===== src/rtl/md_defs.sv =====
// md_defs: shared MDOp/ALUOp encodings and default multiply/divide latencies
package md_defs;
  typedef enum logic [2:0] {
    MD_MULT  = 3'b000,
    MD_MULTU = 3'b001,
    MD_DIV   = 3'b010,
    MD_DIVU  = 3'b011,
    MD_MTHI  = 3'b100,
    MD_MTLO  = 3'b101
  } md_op_e;
  typedef enum logic [3:0] {
    ALU_ADD  = 4'd0,
    ALU_SUB  = 4'd1,
    ALU_AND  = 4'd2,
    ALU_OR   = 4'd3,
    ALU_XOR  = 4'd4,
    ALU_NOR  = 4'd5,
    ALU_SLT  = 4'd6,
    ALU_SLTU = 4'd7,
    ALU_SLL  = 4'd8,
    ALU_SRL  = 4'd9,
    ALU_SRA  = 4'd10,
    ALU_LUI  = 4'd11
  } alu_op_e;
  localparam int MULT_CYCLES_DEF = 5;
  localparam int DIV_CYCLES_DEF  = 10;
endpackage


===== src/rtl/md_calc.sv =====
// md_calc: combinational mult/multu/div/divu on magnitudes (a_i, b_i, op_i {div,unsigned} -> hi_o, lo_o), with div0 and overflow handling
module md_calc (
  input  logic [31:0] a_i,
  input  logic [31:0] b_i,
  input  logic [1:0]  op_i,
  output logic [31:0] hi_o,
  output logic [31:0] lo_o
);
  logic sgn, neg;
  logic [31:0] ma, mb, q, r;
  logic [63:0] p;
  always_comb begin
    sgn = !op_i[0];
    neg = sgn && (a_i[31] ^ b_i[31]);
    ma = (sgn && a_i[31]) ? -a_i : a_i;
    mb = (sgn && b_i[31]) ? -b_i : b_i;
    p = {32'd0, ma} * {32'd0, mb};
    q = (mb == 32'd0) ? 32'd0 : ma / mb;
    r = (mb == 32'd0) ? 32'd0 : ma % mb;
    {hi_o, lo_o} = op_i[1] ? ((b_i == 32'd0) ? {a_i, 32'hFFFF_FFFF}
                                             : {(sgn && a_i[31]) ? -r : r, neg ? -q : q})
                           : (neg ? -p : p);
  end
endmodule


===== src/rtl/md_unit.sv =====
// md_unit: fixed-latency HI/LO multiply/divide unit (clk, reset, A, B, MDOp, Start -> Busy, HI, LO)
module md_unit
  import md_defs::*;
#(
  parameter int MULT_CYCLES = MULT_CYCLES_DEF,
  parameter int DIV_CYCLES  = DIV_CYCLES_DEF
) (
  input  logic        clk,
  input  logic        reset,
  input  logic [31:0] A,
  input  logic [31:0] B,
  input  logic [2:0]  MDOp,
  input  logic        Start,
  output logic        Busy,
  output logic [31:0] HI,
  output logic [31:0] LO
);
  logic [3:0] cnt_q, cnt_d;
  logic [31:0] hi_q, hi_d, lo_q, lo_d, hn_q, hn_d, ln_q, ln_d, c_hi, c_lo;
  logic idle, acc, commit;
  md_calc u_calc (.a_i(A), .b_i(B), .op_i(MDOp[1:0]), .hi_o(c_hi), .lo_o(c_lo));
  always_comb begin
    idle = cnt_q == 4'd0;
    acc = Start && idle && !MDOp[2];
    commit = cnt_q == 4'd1;
    cnt_d = acc ? (MDOp[1] ? 4'(DIV_CYCLES) : 4'(MULT_CYCLES)) : (idle ? 4'd0 : cnt_q - 4'd1);
    hn_d = acc ? c_hi : hn_q;
    ln_d = acc ? c_lo : ln_q;
    hi_d = commit ? hn_q : (Start && idle && MDOp == MD_MTHI) ? A : hi_q;
    lo_d = commit ? ln_q : (Start && idle && MDOp == MD_MTLO) ? A : lo_q;
  end
  always_ff @(posedge clk) begin
    if (reset) begin
      cnt_q <= '0;
      hi_q <= '0;
      lo_q <= '0;
      hn_q <= '0;
      ln_q <= '0;
    end else begin
      cnt_q <= cnt_d;
      hi_q <= hi_d;
      lo_q <= lo_d;
      hn_q <= hn_d;
      ln_q <= ln_d;
    end
  end
  assign Busy = |cnt_q;
  assign HI = hi_q;
  assign LO = lo_q;
endmodule


===== config.mk =====
export PLATFORM = sky130hd
export DESIGN_NAME = md_unit
export DESIGN_NICKNAME = d
export VERILOG_FILES = /design/src/rtl/md_defs.sv /design/src/rtl/md_calc.sv /design/src/rtl/md_unit.sv
export SDC_FILE = /design/constraint.sdc
export NUM_CORES = 2
export LEC_CHECK = 0
export ABC_AREA = 1
export CORE_MARGIN = 4
export CORE_UTILIZATION = 60
export CTS_CLUSTER_SIZE = 10
export DETAILED_ROUTE_END_ITERATION = 8
export GPL_TIMING_DRIVEN = 0
export PLACE_DENSITY_LB_ADDON = 0.12
export REMOVE_ABC_BUFFERS = 1
export SYNTH_ARGS = -nofsm -noshare
export SYNTH_HDL_FRONTEND = slang
export SYNTH_SLANG_ARGS = --single-unit
export TNS_END_PERCENT = 30

===== constraint.sdc =====
create_clock -name clk -period 136.7 [get_ports clk]
set_clock_uncertainty 0.15 [all_clocks]
set_input_delay 27.34 -clock clk [delete_from_list [all_inputs] [get_ports clk]]
set_output_delay 27.34 -clock clk [all_outputs]
set_load 0.02 [all_outputs]

==> metrics.md <==
| Metric | Value |
|---|---|
| IO Count | `135` |
| Post-Syn Instances | `10900` |
| Detailed Place HPWL | `224 mm` |
| Async set-reset flop share out of synthesis | `0%` |
| # DRC | `0` |
| Post-Syn Area | `73100 µm²` |
| WL final | `286 mm` |
| Top-count cell post-synth | `nand2_1` |
| Die Y | `357 µm` |
| Cell at the root of the clock tree | `clkbuf_16` |
| CP arrival | `123.50 ns` |
| Initial Util | `60.7%` |
| RR Endpoint | `ln_q[14]` |
| CTS max path bufs | `2` |
| Synth-to-Final Area Change | `5.90%` |
| Pre-antenna DRT Iters | `7` |
| Area of the core | `120000 µm²` |
| GRT Total Usage | `44.1%` |
| Hold endpoint | `LO[23]` |
| Reg-to-reg startpoint | `cnt_q[1]` |
| Status | `finished with violations` |
| Worst slack at placement | `14.63 ns` |
| Num rows | `127` |
| # setup viols final | `0` |
| Crit path required time | `136.85 ns` |
| Vias per inst | `6.02` |
| Vias after detailed routing | `75100` |
| Remaining antenna violation count | `0` |
| Die extent in x | `357 µm` |
| Final hold vios | `0` |
| Area share of the largest cell type after synthesis | `24.6%` |
| Hold Startpoint | `LO[23]` |
| Minimum clock period | `123.36 ns` |
| Number of global-route vias before repair | `71000` |
| Setup crit end kind | `register` |
| FMAX | `8.11 MHz` |
| Startpoint class of the critical path | `input port` |
| Hold Path Class | `reg -> reg` |
| H-tree Lvls | `4` |
| Layout cells sized above 1 | `5.96%` |
| Number of flops mapped to enable cells by yosys | `0` |
| Initial antenna violation count | `26` |
| Port Buffers | `134` |
| Total CTS buffers | `17` |
| Starting DRT DRC Count | `8639` |
| Gpl congestion | `1.06` |
| Violated checks | `max-capacitance violations, max-slew violations` |
| Worst-Margin Slew | `1.51 ns` |
| Max-Cap Viols | `1` |
| Mapped Avg Cell Area | `6.69 µm²` |
| WS Path Type | `in -> reg` |
| Critical Path Most Common Cell | `nand2_1` |
| Final worst setup slack | `13.34 ns` |
| Synth warnings | `0` |
| Clk pin slew, worst setup/hold paths | `0.06 ns` |
| Depth of the worst hold-timing path | `2` |
| Nets | `12600` |
| Setup TNS Final | `0 ns` |
| Slew Viols, Final | `29` |
| Clock Latency Late Sink | `0.44 ns` |
| Reg2Reg Setup Slack | `129.54 ns` |
| Unique cell type count in the Yosys netlist | `80` |
| Largest net degree at the start of global routing | `60` |
| Unrepaired setup endpoints after global routing | `false` |
| Dominant cells by area after synthesis | `fa_1, nand2_1, ha_1, inv_1, a21oi_1` |
| Die Area | `128000 µm²` |
| First-pass GRT wire length | `428 mm` |
| Synth Flop Type | `dfxtp_1` |
| Hold-fix buffers, CTS | `0` |
| Clk sink count | `132` |
| Gr ovfl total | `0` |
| Post-CTS setup buffers | `0` |
| CP max stage delay | `1.00 ns` |
| WL/cell | `22.9 µm` |
| Post_cts resized | `0` |
| CTS tree | `done` |
| #FFs+latches synth | `132` |
| Fin crit share | `90.2%` |
| CP Max Fanout | `59` |
| CP max stage cell | `inv_1` |
| R2R cell count | `14` |
| Register area share after synthesis | `3.61%` |
| Max-slew headroom | `-0.712%` |
| Dominant cell type by area after synthesis | `fa_1` |
| Most frequent cells after synthesis | `nand2_1, inv_1, fa_1, ha_1, nor2_1` |
flip-flops by register name (all words and copies together), names as in the netlist:
register  cells
HI           32
LO           32
cnt_q         4
hn_q         32
ln_q         32
how the worst max path moves through the flow:
stage,start,to,slack (ns)
finish,B[0],hn_q[25],13.34
global route,MDOp[0],hn_q[25],5.14
CTS,B[0],hn_q[25],14.84
detailed placement,B[0],hn_q[25],14.63
global placement,B[0],hn_q[25],9.71
floorplan,B[0],hn_q[28],36.00
placed cells by master, fill, tap and decap left out, types with 86 or more instances in the layout:
cell type | Yosys | final
fa_1 | 897 | 897
nand2_2 | 85 | 107
xor2_1 | 297 | 289
inv_1 | 2027 | 2008
nand3_1 | 393 | 392
nor3_1 | 114 | 113
nand4_1 | 96 | 96
nor2_1 | 749 | 743
o21ai_1 | 89 | 86
nand2_1 | 2844 | 2820
o21ai_0 | 323 | 321
ha_1 | 802 | 802
dfxtp_1 | 132 | 132
clkdlybuf4s50_1 | 0 | 130
xnor2_1 | 174 | 173
a21oi_1 | 689 | 689
or2_2 | 109 | 109
final cells by class:
class | instances | area [µm²]
Antenna cell | 16 | 40.0
Clock buffer | 19 | 443
Clock inverter | 13 | 158
Fill cell | 11200 | 43000
Inverter | 2112 | 7950
Multi-Input combinational cell | 8340 | 61300
Sequential cell | 132 | 2640
Tap cell | 1612 | 2020
Timing Repair Buffer | 219 | 2900
cell families after synthesis:
kind of cell               count (synthesis)  synth area share, %
AOI/OAI and AO/OA                       1554                 12.4
xor gates and xnor gates                 474                 5.72
DFF                                      132                 3.61
adders and majority gates               1699                 38.3
buffers and inverters                   2463                 13.1
muxes                                      1               0.0308
and+or+nand+nor                         4612                 26.9
per-layer routing:
layer  vias to the layer above  wire length (µm)  global-route usage [%]
met5                         -               199                   0.453
met4                        20             18200                    22.1
met3                       811             40000                    13.4
met2                      4669            114000                    63.1
met1                     35500            114000                    60.4
li1                      34000                 -                       -
critical path: cells and delay by family:
kind / cells / cell delay, ns
fa+ha+maj: 32 / 10.19
xor+xnor: 5 / 1.18
compound gates: 150 / 32.67
buf+inv: 90 / 15.19
simple gates: 272 / 36.47
through the flow:
stage / util, % / instance area (µm²) / hold slack, ns / cells
floorplan: - / 71500 / 0.290 / 10600
global placement: 62.2 / 74900 / 0.303 / 12300
detailed placement: 63.7 / 76700 / 0.311 / 12400
CTS: 64.2 / 77300 / 0.322 / 12400
global route: 64.3 / 77400 / 0.336 / 12400
finish: 64.3 / 77500 / 0.321 / 12500
Power is left out: the tool's default activity adds up to more than one toggle a clock period on the data nets, which glitch-free logic cannot reach.
